**config.mk**
```make
export PLATFORM = sky130hd
export DESIGN_NAME = prog_sequence_generator_flat
export DESIGN_NICKNAME = d
export VERILOG_FILES = /design/src/rtl/prog_sequence_generator_if.sv /design/src/rtl/prog_sequence_generator.sv /design/src/flat_wrapper.sv
export SDC_FILE = /design/constraint.sdc
export NUM_CORES = 1
export LEC_CHECK = 0
export CORE_MARGIN = 4
export CORE_UTILIZATION = 50
export CTS_CLUSTER_SIZE = 30
export DETAILED_ROUTE_END_ITERATION = 8
export DONT_BUFFER_PORTS = 1
export GPL_TIMING_DRIVEN = 0
export HOLD_SLACK_MARGIN = 0.03
export PLACE_DENSITY = 0.68
export SYNTH_ARGS = -nofsm -noshare
export SYNTH_HDL_FRONTEND = slang
export SYNTH_SLANG_ARGS = --single-unit
```
**constraint.sdc**
```tcl
create_clock -name clk -period 1.5 [get_ports clk]
set_input_delay 0.3 -clock clk [delete_from_list [all_inputs] [get_ports clk]]
set_output_delay 0.3 -clock clk [all_outputs]
set_load 0.02 [all_outputs]
```
**src/rtl/prog_sequence_generator_if.sv**
```systemverilog
// Bus bundle for prog_sequence_generator: control, table write port and sequence outputs.
interface prog_sequence_generator_if #(
  parameter int WIDTH = 3,
  parameter int DEPTH = 4
);
  localparam int ADDR_W = $clog2(DEPTH);

  logic              enable;
  logic [1:0]        mode;
  logic              start;
  logic              wr_en;
  logic [ADDR_W-1:0] wr_addr;
  logic [WIDTH-1:0]  wr_data;
  logic [WIDTH-1:0]  seq_out;
  logic [ADDR_W-1:0] seq_idx;
  logic              seq_valid;
  logic              done;

  modport master (
    output enable, mode, start, wr_en, wr_addr, wr_data,
    input  seq_out, seq_idx, seq_valid, done
  );

  modport slave (
    input  enable, mode, start, wr_en, wr_addr, wr_data,
    output seq_out, seq_idx, seq_valid, done
  );
endinterface

```
**src/rtl/prog_sequence_generator.sv**
```systemverilog
// Programmable DEPTH x WIDTH sequence generator with up/down/ping-pong/one-shot stepping.
// Optional feature: define SEQGEN_PINGPONG_EN to build the ping-pong direction register.
module prog_sequence_generator #(
  parameter int WIDTH = 3,
  parameter int DEPTH = 4
) (
  input  logic                         clk,
  input  logic                         reset_n,
  prog_sequence_generator_if.slave     bus
);
  localparam int ADDR_W = $clog2(DEPTH);
  localparam logic [ADDR_W-1:0] IDX_ZERO  = ADDR_W'(0);
  localparam logic [ADDR_W-1:0] IDX_ONE   = ADDR_W'(1);
  localparam logic [ADDR_W-1:0] IDX_LAST  = ADDR_W'(DEPTH - 1);

  localparam logic [1:0] MODE_UP_WRAP   = 2'b00;
  localparam logic [1:0] MODE_DOWN_WRAP = 2'b01;
  localparam logic [1:0] MODE_PINGPONG  = 2'b10;
  localparam logic [1:0] MODE_ONE_SHOT  = 2'b11;

  typedef enum logic [0:0] {
    IDLE = 1'b0,
    RUN  = 1'b1
  } state_t;

  state_t            state_r;
  logic [ADDR_W-1:0] idx_r;
  logic              done_r;
  logic [WIDTH-1:0]  table_r [DEPTH];

`ifdef SEQGEN_PINGPONG_EN
  localparam logic DIR_UP   = 1'b0;
  localparam logic DIR_DOWN = 1'b1;
  localparam logic [ADDR_W-1:0] IDX_PREV_LAST = ADDR_W'(DEPTH - 2);
  logic dir_r;
`endif

  logic              valid_s;
  logic              advance_s;
  logic              wr_hit_s;
  logic [ADDR_W-1:0] idx_inc_s;
  logic [ADDR_W-1:0] idx_dec_s;

  // Wrap-around successors of idx and the advance/write qualifiers.
  always_comb begin
    idx_inc_s = (idx_r == IDX_LAST) ? IDX_ZERO : (idx_r + IDX_ONE);
    idx_dec_s = (idx_r == IDX_ZERO) ? IDX_LAST : (idx_r - IDX_ONE);
    if (bus.mode != MODE_ONE_SHOT) begin
      valid_s = bus.enable;
    end else begin
      valid_s = bus.enable && (state_r == RUN);
    end
    advance_s = bus.enable && valid_s;
    wr_hit_s  = bus.wr_en && ({1'b0, bus.wr_addr} < (ADDR_W + 1)'(DEPTH));
  end

  assign bus.seq_out   = table_r[idx_r];
  assign bus.seq_idx   = idx_r;
  assign bus.seq_valid = valid_s;
  assign bus.done      = done_r;

  // Table, index, direction and one-shot FSM state.
  always_ff @(posedge clk or negedge reset_n) begin
    if (!reset_n) begin
      idx_r   <= IDX_ZERO;
      state_r <= IDLE;
      done_r  <= 1'b0;
`ifdef SEQGEN_PINGPONG_EN
      dir_r   <= DIR_UP;
`endif
      for (int i = 0; i < DEPTH; i++) begin
        table_r[i] <= WIDTH'(i);
      end
    end else begin
      done_r <= 1'b0;
      if (wr_hit_s) begin
        table_r[bus.wr_addr] <= bus.wr_data;
      end
      if (bus.mode != MODE_ONE_SHOT) begin
        state_r <= IDLE;
      end
`ifdef SEQGEN_PINGPONG_EN
      if (bus.mode != MODE_PINGPONG) begin
        dir_r <= DIR_UP;
      end
`endif
      case (bus.mode)
        MODE_UP_WRAP: begin
          if (advance_s) begin
            idx_r <= idx_inc_s;
          end
        end
        MODE_DOWN_WRAP: begin
          if (advance_s) begin
            idx_r <= idx_dec_s;
          end
        end
`ifdef SEQGEN_PINGPONG_EN
        MODE_PINGPONG: begin
          // Endpoints turn around instead of repeating, so each is emitted once per turn.
          if (advance_s) begin
            if (dir_r == DIR_UP) begin
              if (idx_r == IDX_LAST) begin
                idx_r <= IDX_PREV_LAST;
                dir_r <= DIR_DOWN;
              end else begin
                idx_r <= idx_r + IDX_ONE;
              end
            end else begin
              if (idx_r == IDX_ZERO) begin
                idx_r <= IDX_ONE;
                dir_r <= DIR_UP;
              end else begin
                idx_r <= idx_r - IDX_ONE;
              end
            end
          end
        end
`else
        MODE_PINGPONG: begin
          if (advance_s) begin
            idx_r <= idx_inc_s;
          end
        end
`endif
        MODE_ONE_SHOT: begin
          case (state_r)
            IDLE: begin
              idx_r <= IDX_ZERO;
              if (bus.enable && bus.start) begin
                state_r <= RUN;
              end
            end
            RUN: begin
              if (advance_s) begin
                if (idx_r == IDX_LAST) begin
                  idx_r   <= IDX_ZERO;
                  state_r <= IDLE;
                  done_r  <= 1'b1;
                end else begin
                  idx_r <= idx_r + IDX_ONE;
                end
              end
            end
            default: begin
              state_r <= IDLE;
              idx_r   <= IDX_ZERO;
            end
          endcase
        end
        default: begin
          state_r <= IDLE;
        end
      endcase
    end
  end
endmodule

```
**src/flat_wrapper.sv**
```systemverilog
// flat-port wrapper written by rule: the top's interface ports become plain ports
module prog_sequence_generator_flat 
#(
  parameter int WIDTH = 3,
  parameter int DEPTH = 4
)
  (clk, reset_n, bus_enable, bus_mode, bus_start, bus_wr_en, bus_wr_addr, bus_wr_data, bus_seq_out, bus_seq_idx, bus_seq_valid, bus_done);
  prog_sequence_generator_if #(.WIDTH(WIDTH), .DEPTH(DEPTH)) bus_i ();
  input  logic clk;
  input  logic reset_n;
  input wire logic [$bits(bus_i.enable)-1:0] bus_enable;
  input wire logic [$bits(bus_i.mode)-1:0] bus_mode;
  input wire logic [$bits(bus_i.start)-1:0] bus_start;
  input wire logic [$bits(bus_i.wr_en)-1:0] bus_wr_en;
  input wire logic [$bits(bus_i.wr_addr)-1:0] bus_wr_addr;
  input wire logic [$bits(bus_i.wr_data)-1:0] bus_wr_data;
  output wire logic [$bits(bus_i.seq_out)-1:0] bus_seq_out;
  output wire logic [$bits(bus_i.seq_idx)-1:0] bus_seq_idx;
  output wire logic [$bits(bus_i.seq_valid)-1:0] bus_seq_valid;
  output wire logic [$bits(bus_i.done)-1:0] bus_done;
  assign bus_i.enable = bus_enable;
  assign bus_i.mode = bus_mode;
  assign bus_i.start = bus_start;
  assign bus_i.wr_en = bus_wr_en;
  assign bus_i.wr_addr = bus_wr_addr;
  assign bus_i.wr_data = bus_wr_data;
  assign bus_seq_out = bus_i.seq_out;
  assign bus_seq_idx = bus_i.seq_idx;
  assign bus_seq_valid = bus_i.seq_valid;
  assign bus_done = bus_i.done;
  prog_sequence_generator #(.WIDTH(WIDTH), .DEPTH(DEPTH)) u_core (.clk(clk), .reset_n(reset_n), .bus(bus_i));
endmodule
```
==> impl_metrics.xml, run 1 <==
<?xml version="1.0" encoding="UTF-8"?>
<metrics>
  <group name="worst_setup_path">
    <metric name="start_kind" unit="">flip-flop</metric>
    <metric name="cpPeakStageDelay" unit="ns">0.58</metric>
    <metric name="crit_fanout" unit="">6</metric>
    <metric name="worst_path_class_setup" unit="">flip-flop to output pin</metric>
    <metric name="worst-endpoint-required" unit="ns">1.20</metric>
    <metric name="worstPathCellList" unit="">buf_6 -&gt; mux4_2</metric>
    <metric name="slowest_stage" unit="">mux4_2</metric>
    <metric name="setup_slack_on_the_worst_flop_to_flop_path" unit="ns">0.08</metric>
    <metric name="crit_family" unit="">multiplexers</metric>
    <metric name="cp_num_buf_inv" unit="">1</metric>
    <metric name="r2r-start" unit="">u_core.bus.seq_idx[0]</metric>
    <metric name="critical_path_arrival" unit="ns">1.47</metric>
    <metric name="worstSetupEndpointType" unit="">output pin</metric>
    <metric name="timing.reg2reg.worst_path_depth" unit="">6</metric>
    <metric name="r2r-end" unit="">u_core.bus.seq_idx[1]</metric>
  </group>
  <group name="synth">
    <metric name="synth_cell_type_count" unit="">24</metric>
    <metric name="mappedNetlistArea" unit="µm²">816</metric>
    <metric name="postSynthNetCount" unit="">76</metric>
    <metric name="post_synth.cell_area_avg" unit="µm²">13.2</metric>
    <metric name="synth_sequential_area_ratio" unit="">0.497</metric>
    <metric name="post_synth_main_area_contributors" unit="">dfrtp_1 37%, mux2_2 17%, dfstp_2 13%</metric>
    <metric name="yosys_warnings" unit="">0</metric>
    <metric name="asyncSetResetFlopFracSynth" unit="">1.00</metric>
    <metric name="count_of_flip_flops_with_a_built_in_enable_after_synthesis" unit="">0</metric>
    <metric name="synth-main-ff-cell" unit="">dfrtp_1</metric>
    <metric name="synthDominantCellAreaShare" unit="">0.368</metric>
    <metric name="ys_seq_elements" unit="">16</metric>
    <metric name="yosys_top_cell_by_area" unit="">dfrtp_1</metric>
    <metric name="netlist_instances" unit="">62</metric>
  </group>
  <group name="grt">
    <metric name="grt_pass1_wl" unit="µm">2360</metric>
    <metric name="grt_max_degree" unit="">17</metric>
    <metric name="antenna_found_initial" unit="">0</metric>
    <metric name="gr-usage-all-layers" unit="">0.133</metric>
    <metric name="grt_overflow_total" unit="">0</metric>
    <metric name="grt_pass1_vias" unit="">501</metric>
  </group>
  <group name="place">
    <metric name="place_ws" unit="ns">-0.0574</metric>
    <metric name="dpl.cell_count" unit="">78</metric>
    <metric name="dp_hpwl" unit="µm">999</metric>
    <metric name="routabilityCongestion" unit="">0.694</metric>
    <metric name="port-buffer-count" unit="">0</metric>
    <metric name="dpl_cell_area" unit="µm²">836</metric>
  </group>
  <group name="outcome">
    <metric name="failed_checks" unit="">negative setup slack</metric>
    <metric name="run_status" unit="">finished with violations</metric>
  </group>
  <group name="die">
    <metric name="floorplan.die.width" unit="µm">48.4</metric>
    <metric name="coreArea" unit="mm²">0.00152</metric>
    <metric name="floorplan.initialDensity" unit="">0.535</metric>
    <metric name="number_of_top_level_pins" unit="">19</metric>
    <metric name="floorplan.die.height" unit="µm">48.4</metric>
    <metric name="row_count" unit="">14</metric>
    <metric name="fp.dieArea" unit="mm²">0.00234</metric>
  </group>
  <group name="timing">
    <metric name="finalHoldViolations" unit="">0</metric>
    <metric name="worst_slew_margin_rel" unit="">0.541</metric>
    <metric name="slew_violations" unit="">0</metric>
    <metric name="final_critical_path_setup_slack" unit="ns">-0.273</metric>
    <metric name="achievable-frequency" unit="MHz">564</metric>
    <metric name="holdWs" unit="ns">0.0956</metric>
    <metric name="setup_repair_after_global_routing_missed_its_margin" unit="">true</metric>
    <metric name="setup_viol" unit="">3</metric>
    <metric name="worst_pin_slew" unit="ns">0.687</metric>
    <metric name="setup_total_negative_slack" unit="ns">-0.801</metric>
    <metric name="fin_worst_skew" unit="ns">0.00256</metric>
    <metric name="finalWorstPathRequiredPeriod" unit="ns">1.77</metric>
    <metric name="period_share" unit="">1.18</metric>
  </group>
  <group name="clock_network">
    <metric name="clkSlewWorstSetupHoldPaths" unit="ns">0.08</metric>
    <metric name="root_buffer" unit="">clkbuf_4</metric>
    <metric name="clk_path_buf_depth" unit="">2</metric>
    <metric name="cts_tree" unit="">built</metric>
    <metric name="cts_buffers" unit="">3</metric>
    <metric name="cts.sinks" unit="">16</metric>
    <metric name="cts.htree.levels" unit="">1</metric>
    <metric name="clock_latency" unit="ns">0.28</metric>
  </group>
  <group name="job">
    <metric name="max-cap-violations" unit="">0</metric>
  </group>
  <group name="worst_hold_path">
    <metric name="hold-path-cell-count" unit="">1</metric>
    <metric name="hp-class" unit="">primary input to flip-flop</metric>
    <metric name="worst_hold_path.endpoint" unit="">u_core.bus.seq_idx[0]</metric>
    <metric name="hp-start" unit="">bus_mode[1]</metric>
  </group>
  <group name="final_layout">
    <metric name="filler_cell_count" unit="">129</metric>
    <metric name="insertedDiodeCount" unit="">0</metric>
    <metric name="final_nets" unit="">83</metric>
    <metric name="mostFrequentLayoutCells" unit="">12 x mux2_2, 10 x dfrtp_1, 4 x nand2_1, 4 x dfstp_2</metric>
    <metric name="stdcell_count" unit="">83</metric>
    <metric name="synthToLayoutAreaGrowth" unit="%">9.20</metric>
    <metric name="postLayoutCoreUtil" unit="">0.585</metric>
    <metric name="layout-drive-gt1-share" unit="">0.433</metric>
    <metric name="fin_area" unit="µm²">891</metric>
    <metric name="layout.cells.most_common" unit="">mux2_2</metric>
  </group>
  <group name="drt">
    <metric name="route.vias.total" unit="">484</metric>
    <metric name="wl_per_cell" unit="µm">16.4</metric>
    <metric name="drc" unit="">0</metric>
    <metric name="initialDrtViolationCount" unit="">2</metric>
    <metric name="post_route_ant_nets" unit="">0</metric>
    <metric name="drtPass1Iterations" unit="">2</metric>
    <metric name="routed_via_density" unit="">5.83</metric>
    <metric name="route.final.wire_length" unit="µm">1360</metric>
  </group>
  <group name="power_and_ir_drop">
    <metric name="total_power" unit="mW">1.10</metric>
    <metric name="power_per_cell_area" unit="mW/mm²">1240</metric>
    <metric name="leakage" unit="nW">0.362</metric>
    <metric name="vdd.ir_drop.worst" unit="V">0.000741</metric>
  </group>
</metrics>
==> worst reg2reg max path, cell delays in order, from the launching register on <==
cell,delay [ns]
dfrtp_2,0.47
buf_6,0.16
buf_4,0.13
inv_1,0.07
ha_4,0.20
o21ai_0,0.16
a22oi_1,0.11
==> power by group <==
part	switching, mW	internal [mW]	leakage, nW
Sequential	0.0656	0.522	0.187
Clock	0.118	0.0931	0.0138
Combinational	0.140	0.162	0.161
==> cells by family after synthesis <==
family	after synthesis	synth area share
DFF	16	0.497
and+or+nand+nor	16	0.126
adders and majority gates	2	0.0307
buffers and inverters	5	0.0337
AOI/OAI and AO/OA	7	0.0521
muxes	16	0.261
==> metal layers <==
layer	wire (µm)	part of all wire	global-route usage
met1	624	0.46	0.182
met2	620	0.46	0.180
met3	108	0.079	0.0675
met4	9	0.0066	0.0415
met5	0	0	0
==> worst max-delay path by stage <==
stage                          start  depth (start not counted)        endpoint
6_report       u_core.bus.seq_idx[0]                          2  bus_seq_out[2]
5_1_grt        u_core.bus.seq_idx[0]                          2  bus_seq_out[2]
4_1_cts        u_core.bus.seq_idx[0]                          2  bus_seq_out[2]
3_5_place_dp   u_core.bus.seq_idx[0]                          2  bus_seq_out[2]
3_3_place_gp   u_core.bus.seq_idx[0]                          2  bus_seq_out[2]
2_1_floorplan  u_core.bus.seq_idx[0]                          2  bus_seq_out[0]
==> final cells by class <==
class,count,area (µm²),area share
Timing Repair Buffer,2,17.5,0.0197
Buffer,2,16.3,0.0183
Inverter,3,11.3,0.0126
Multi-Input combinational cell,41,395,0.444
Clock buffer,3,22.5,0.0253
Tap cell,16,20.0,0.0225
Sequential cell,16,408,0.458
==> synth_stat cells, types with 2 or more instances <==
cell type,number
dfrtp_1,12
mux2_2,12
dfstp_2,4
nand2_1,4
inv_1,3
mux4_2,3
nand3b_1,3
ha_1,2
nand2b_1,2
nand3_1,2
nor2b_1,2
==> sequential cells by signal, indices dropped and copies added (netlist names) <==
name	cells
u_core.bus.done	1
u_core.bus.seq_idx	2
u_core.table_r	12
u_core.state_r	1
==> repair_timing <==
| item | CTS | global route |
|---|---|---|
| setup endpoints to repair | 3 | 4 |
| setup buffers | 0 | 1 |
| hold endpoints to repair | 16 | 0 |
| pin swaps | 0 | 2 |
| hold buffers | 1 | 0 |
| gates resized for setup | 1 | 2 |
Note: power is estimated with default switching activity, not from simulation.
==> run 2: changes to the inputs <==
--- a/config.mk
+++ b/config.mk
@@ -13,6 +13,7 @@
 export GPL_TIMING_DRIVEN = 0
 export HOLD_SLACK_MARGIN = 0.03
 export PLACE_DENSITY = 0.68
+export SETUP_SLACK_MARGIN = 0.2
 export SYNTH_ARGS = -nofsm -noshare
 export SYNTH_HDL_FRONTEND = slang
 export SYNTH_SLANG_ARGS = --single-unit
==> impl_metrics.xml, run 2 (synthesis gave the netlist of run 1 again) <==
<?xml version="1.0" encoding="UTF-8"?>
<metrics>
  <group name="worst_setup_path">
    <metric name="worst_path_class_setup" unit="">flip-flop to output pin</metric>
    <metric name="cp_num_buf_inv" unit="">1</metric>
    <metric name="crit_family" unit="">multiplexers</metric>
    <metric name="worstPathCellList" unit="">buf_6 -&gt; mux4_2</metric>
    <metric name="critPathLaunch" unit="">u_core.bus.seq_idx[0]</metric>
    <metric name="worstSetupEndpointType" unit="">output pin</metric>
    <metric name="crit_fanout" unit="">4</metric>
    <metric name="slowest_stage" unit="">mux4_2</metric>
    <metric name="start_kind" unit="">flip-flop</metric>
    <metric name="worst-endpoint-required" unit="ns">1.20</metric>
    <metric name="worstSetupPathDepth" unit="">2</metric>
    <metric name="critical_path_arrival" unit="ns">1.48</metric>
    <metric name="r2r-start" unit="">u_core.bus.seq_idx[0]</metric>
    <metric name="timing.reg2reg.worst_path_depth" unit="">9</metric>
    <metric name="cpPeakStageDelay" unit="ns">0.58</metric>
  </group>
  <group name="worst_hold_path">
    <metric name="hp-class" unit="">primary input to flip-flop</metric>
    <metric name="hp-start" unit="">bus_mode[1]</metric>
    <metric name="hold-path-cell-count" unit="">1</metric>
  </group>
  <group name="clock_network">
    <metric name="cts.htree.levels" unit="">1</metric>
    <metric name="cts_tree" unit="">built</metric>
    <metric name="clkSlewWorstSetupHoldPaths" unit="ns">0.09</metric>
    <metric name="root_buffer" unit="">clkbuf_4</metric>
    <metric name="clock_latency" unit="ns">0.29</metric>
    <metric name="cts_buffers" unit="">3</metric>
    <metric name="clk_path_buf_depth" unit="">2</metric>
    <metric name="cts.sinks" unit="">16</metric>
  </group>
  <group name="drt">
    <metric name="wl_per_cell" unit="µm">17.5</metric>
    <metric name="route.vias.total" unit="">523</metric>
    <metric name="initialDrtViolationCount" unit="">8</metric>
    <metric name="route.final.wire_length" unit="µm">1560</metric>
    <metric name="drc" unit="">0</metric>
    <metric name="routed_via_density" unit="">5.88</metric>
    <metric name="drtPass1Iterations" unit="">4</metric>
    <metric name="post_route_ant_nets" unit="">0</metric>
  </group>
  <group name="place">
    <metric name="place_ws" unit="ns">0.0196</metric>
    <metric name="routabilityCongestion" unit="">0.721</metric>
    <metric name="dpl.cell_count" unit="">78</metric>
    <metric name="dp_hpwl" unit="µm">1030</metric>
    <metric name="port-buffer-count" unit="">0</metric>
  </group>
  <group name="die">
    <metric name="floorplan.die.height" unit="µm">48.4</metric>
    <metric name="number_of_top_level_pins" unit="">19</metric>
    <metric name="row_count" unit="">14</metric>
    <metric name="floorplan.initialDensity" unit="">0.535</metric>
    <metric name="fp.dieArea" unit="mm²">0.00234</metric>
    <metric name="coreArea" unit="mm²">0.00152</metric>
    <metric name="floorplan.die.width" unit="µm">48.4</metric>
  </group>
  <group name="timing">
    <metric name="worst_slew_margin_rel" unit="">0.526</metric>
    <metric name="holdWs" unit="ns">0.0816</metric>
    <metric name="finalHoldViolations" unit="">0</metric>
    <metric name="slew_violations" unit="">0</metric>
    <metric name="setup_total_negative_slack" unit="ns">-1.10</metric>
    <metric name="fin_worst_skew" unit="ns">0.00656</metric>
    <metric name="final_critical_path_setup_slack" unit="ns">-0.278</metric>
    <metric name="worst_pin_slew" unit="ns">0.709</metric>
    <metric name="period_share" unit="">1.19</metric>
    <metric name="setup_viol" unit="">5</metric>
    <metric name="finalWorstPathRequiredPeriod" unit="ns">1.78</metric>
    <metric name="setup_repair_after_global_routing_missed_its_margin" unit="">true</metric>
    <metric name="achievable-frequency" unit="MHz">562</metric>
  </group>
  <group name="final_layout">
    <metric name="synthToLayoutAreaGrowth" unit="%">20.4</metric>
    <metric name="final_nets" unit="">88</metric>
    <metric name="stdcell_count" unit="">89</metric>
    <metric name="multi_input_area" unit="µm²">418</metric>
    <metric name="mostFrequentLayoutCells" unit="">12 x mux2_2, 10 x dfrtp_1, 5 x buf_6, 4 x dfstp_2</metric>
    <metric name="max_flop_register" unit="">u_core.table_r</metric>
    <metric name="layout.cells.most_common" unit="">mux2_2</metric>
    <metric name="insertedDiodeCount" unit="">0</metric>
    <metric name="filler_cell_count" unit="">119</metric>
    <metric name="layout-drive-gt1-share" unit="">0.562</metric>
    <metric name="largest_register_ffs" unit="">12</metric>
    <metric name="seqCellArea" unit="µm²">408</metric>
  </group>
  <group name="power_and_ir_drop">
    <metric name="power_per_cell_area" unit="mW/mm²">1280</metric>
    <metric name="leakage" unit="nW">0.412</metric>
    <metric name="vdd.ir_drop.worst" unit="V">0.000908</metric>
  </group>
  <group name="grt">
    <metric name="grt_overflow_total" unit="">0</metric>
    <metric name="grt_pass1_vias" unit="">588</metric>
    <metric name="grt_max_degree" unit="">17</metric>
    <metric name="antenna_found_initial" unit="">0</metric>
    <metric name="grt_pass1_wl" unit="µm">2840</metric>
    <metric name="gr-usage-all-layers" unit="">0.153</metric>
  </group>
  <group name="outcome">
    <metric name="run_status" unit="">finished with violations</metric>
    <metric name="failed_checks" unit="">negative setup slack</metric>
  </group>
  <group name="job">
    <metric name="max-cap-violations" unit="">0</metric>
  </group>
</metrics>
run 2: layer usage:
metal	GRT usage	wire length, µm	up-vias
met5	0	0	-
met4	0.0415	17	0
met3	0.0644	100	5
met2	0.233	726	11
met1	0.199	712	260
li1	-	-	247
run 2: final cells by class:
| type | instances | share of cell area |
|---|---|---|
| Multi-Input combinational cell | 41 | 0.425 |
| Sequential cell | 16 | 0.415 |
| Timing Repair Buffer | 7 | 0.0713 |
| Clock buffer | 4 | 0.0369 |
| Tap cell | 16 | 0.0204 |
| Buffer | 2 | 0.0166 |
| Inverter | 3 | 0.0140 |
run 2: per-stage QoR:
step	utilization	power, mW	cell area, µm²
2_1_floorplan	-	0.828	817
3_3_place_gp	0.549	0.866	837
3_5_place_dp	0.549	0.877	837
4_1_cts	0.635	1.25	968
5_1_grt	0.644	1.35	982
6_report	0.644	1.26	982
run 2: timing repair:
action,CTS,global route
gates resized for setup,12,3
pin swaps,4,4
endpoints found under the setup margin,6,6
cloned,0,0
endpoints found under the hold margin,16,0
hold buffers,1,0
setup buffers,6,0
run 2: final timing paths:
kind	end	slack, ns
setup / recovery	bus_seq_out[2]	-0.28
setup reg to reg	u_core.bus.seq_idx[1]	-0.15
hold / removal	u_core.bus.seq_idx[0]	0.08
max in group asynchronous	u_core.bus.seq_idx[1]	0.51
min in group asynchronous	u_core.state_r	0.49
hold reg to reg	u_core.table_r[2]	0.51
run 2: power breakdown:
part | internal, mW | switching (mW)
sequential | 0.522 | 0.0664
combinational | 0.219 | 0.168
clock | 0.148 | 0.136
total | 0.888 | 0.370
==> run 3: changes to the inputs <==
--- a/config.mk
+++ b/config.mk
@@ -13,6 +13,7 @@
 export GPL_TIMING_DRIVEN = 0
 export HOLD_SLACK_MARGIN = 0.03
 export PLACE_DENSITY = 0.68
+export REMOVE_ABC_BUFFERS = 1
 export SETUP_SLACK_MARGIN = 0.2
 export SYNTH_ARGS = -nofsm -noshare
 export SYNTH_HDL_FRONTEND = slang
==> constraint.sdc (replaced) <==
create_clock -name clk -period 1.9 [get_ports clk]
set_input_delay 0.38 -clock clk [delete_from_list [all_inputs] [get_ports clk]]
set_output_delay 0.38 -clock clk [all_outputs]
set_load 0.02 [all_outputs]
==> impl_metrics.xml, run 3 (synthesis gave the netlist of run 1 again) <==
<?xml version="1.0" encoding="UTF-8"?>
<metrics>
  <group name="timing">
    <metric name="finalHoldViolations" unit="">0</metric>
    <metric name="slew_violations" unit="">0</metric>
    <metric name="setup_viol" unit="">0</metric>
    <metric name="fin_worst_skew" unit="ns">0.00692</metric>
    <metric name="worst_pin_slew" unit="ns">0.706</metric>
    <metric name="achievable-frequency" unit="MHz">554</metric>
    <metric name="setup_repair_after_global_routing_missed_its_margin" unit="">true</metric>
    <metric name="finalWorstPathRequiredPeriod" unit="ns">1.81</metric>
    <metric name="worst_slew_margin_rel" unit="">0.528</metric>
    <metric name="period_share" unit="">0.951</metric>
    <metric name="setup_total_negative_slack" unit="ns">0</metric>
  </group>
  <group name="final_layout">
    <metric name="largest_register_ffs" unit="">12</metric>
    <metric name="stdcell_count" unit="">82</metric>
    <metric name="insertedDiodeCount" unit="">0</metric>
    <metric name="synthToLayoutAreaGrowth" unit="%">6.75</metric>
    <metric name="max_flop_register" unit="">u_core.table_r</metric>
    <metric name="layout.cells.most_common" unit="">mux2_2</metric>
    <metric name="mostFrequentLayoutCells" unit="">12 x mux2_2, 11 x dfrtp_1, 4 x nand2_1, 4 x dfstp_2</metric>
    <metric name="layout-drive-gt1-share" unit="">0.379</metric>
    <metric name="filler_cell_count" unit="">130</metric>
    <metric name="final_nets" unit="">81</metric>
  </group>
  <group name="die">
    <metric name="floorplan.initialDensity" unit="">0.535</metric>
    <metric name="number_of_top_level_pins" unit="">19</metric>
    <metric name="coreArea" unit="mm²">0.00152</metric>
    <metric name="fp.dieArea" unit="mm²">0.00234</metric>
    <metric name="floorplan.die.height" unit="µm">48.4</metric>
    <metric name="floorplan.die.width" unit="µm">48.4</metric>
    <metric name="row_count" unit="">14</metric>
  </group>
  <group name="worst_setup_path">
    <metric name="critical_path_arrival" unit="ns">1.43</metric>
    <metric name="worst_path_class_setup" unit="">flip-flop to output pin</metric>
    <metric name="worstSetupEndpointType" unit="">output pin</metric>
    <metric name="worst-endpoint-required" unit="ns">1.52</metric>
    <metric name="worstPathCellList" unit="">mux4_2</metric>
    <metric name="cpPeakStageDelay" unit="ns">0.62</metric>
    <metric name="cp_num_buf_inv" unit="">0</metric>
    <metric name="slowest_stage" unit="">mux4_2</metric>
    <metric name="crit_fanout" unit="">6</metric>
    <metric name="start_kind" unit="">flip-flop</metric>
    <metric name="crit_family" unit="">multiplexers</metric>
  </group>
  <group name="power_and_ir_drop">
    <metric name="vdd.ir_drop.worst" unit="V">0.000410</metric>
    <metric name="leakage" unit="nW">0.356</metric>
    <metric name="power_per_cell_area" unit="mW/mm²">1040</metric>
  </group>
  <group name="grt">
    <metric name="grt_pass1_wl" unit="µm">2400</metric>
    <metric name="grt_max_degree" unit="">17</metric>
    <metric name="antenna_found_initial" unit="">0</metric>
    <metric name="gr-usage-all-layers" unit="">0.137</metric>
    <metric name="grt_pass1_vias" unit="">507</metric>
    <metric name="grt_overflow_total" unit="">0</metric>
  </group>
  <group name="place">
    <metric name="routabilityCongestion" unit="">0.681</metric>
    <metric name="port-buffer-count" unit="">0</metric>
    <metric name="dp_hpwl" unit="µm">1060</metric>
    <metric name="dpl.cell_count" unit="">76</metric>
  </group>
  <group name="drt">
    <metric name="drc" unit="">0</metric>
    <metric name="wl_per_cell" unit="µm">17.3</metric>
    <metric name="post_route_ant_nets" unit="">0</metric>
    <metric name="route.final.wire_length" unit="µm">1420</metric>
    <metric name="routed_via_density" unit="">6.11</metric>
    <metric name="drtPass1Iterations" unit="">4</metric>
    <metric name="initialDrtViolationCount" unit="">4</metric>
    <metric name="route.vias.total" unit="">501</metric>
  </group>
  <group name="clock_network">
    <metric name="cts_tree" unit="">built</metric>
    <metric name="root_buffer" unit="">clkbuf_4</metric>
    <metric name="cts.sinks" unit="">16</metric>
    <metric name="clk_path_buf_depth" unit="">2</metric>
    <metric name="clkSlewWorstSetupHoldPaths" unit="ns">0.10</metric>
    <metric name="clock_latency" unit="ns">0.29</metric>
    <metric name="cts_buffers" unit="">3</metric>
    <metric name="cts.htree.levels" unit="">1</metric>
  </group>
  <group name="outcome">
    <metric name="run_status" unit="">completed</metric>
  </group>
  <group name="job">
    <metric name="max-cap-violations" unit="">0</metric>
  </group>
  <group name="worst_hold_path">
    <metric name="hp-class" unit="">primary input to flip-flop</metric>
  </group>
</metrics>
run 3: path summary, 6_finish.rpt:
| path | end | slack [ns] | start | cells past startpoint |
|---|---|---|---|---|
| max | bus_seq_out[1] | 0.09 | u_core.bus.seq_idx[0] | 1 |
| min in group asynchronous | u_core.table_r[9] | 0.58 | reset_n | 1 |
| min reg2reg | u_core.table_r[2] | 0.51 | u_core.table_r[2] | 1 |
| max reg2reg | u_core.bus.seq_idx[1] | 0.53 | u_core.bus.seq_idx[1] | 4 |
| min | u_core.bus.seq_idx[1] | 0.18 | bus_mode[0] | 1 |
| max in group asynchronous | u_core.bus.seq_idx[0] | 0.83 | reset_n | 1 |
run 3: metrics by stage:
stage / worst slack, ns / hold slack [ns] / instance area (µm²) / total power [mW] / utilization
detailed placement: 0.212 / 0.0848 / 820 / 0.677 / 0.538
global route: 0.0319 / 0.155 / 871 / 0.964 / 0.571
CTS: 0.0789 / 0.169 / 871 / 0.916 / 0.571
finish: 0.0934 / 0.179 / 871 / 0.901 / 0.571
global placement: 0.207 / 0.0848 / 820 / 0.667 / 0.538
floorplan: 0.301 / 0.0844 / 800 / 0.640 / -
run 3: routing by layer:
| metal | track usage | up-vias | share of wire |
|---|---|---|---|
| li1 | - | 232 | - |
| met1 | 0.152 | 247 | 0.41 |
| met2 | 0.211 | 20 | 0.50 |
| met3 | 0.0521 | 2 | 0.074 |
| met4 | 0.0968 | 0 | 0.013 |
| met5 | 0 | - | 0 |
run 3: where the power goes:
group          switching (mW)  internal (mW)  total [mW]
registers              0.0597          0.411       0.470
clock network           0.107          0.117       0.224
logic                  0.0963          0.111       0.207
run 3: cell type report:
class	instances	area (µm²)	share of cell area
inverter	3	11.3	0.0129
sequential	16	407	0.467
tap	16	20.0	0.0230
timing repair buffer	2	13.8	0.0158
multi-input combinational	41	383	0.440
clock buffer	4	36.3	0.0417
run 3: repair_timing:
action,CTS,global route
gates resized for setup,1,0
endpoints found under the hold margin,16,0
gates cloned,0,0
setup endpoints to repair,3,3
hold buffers,1,0
setup buffers,1,0
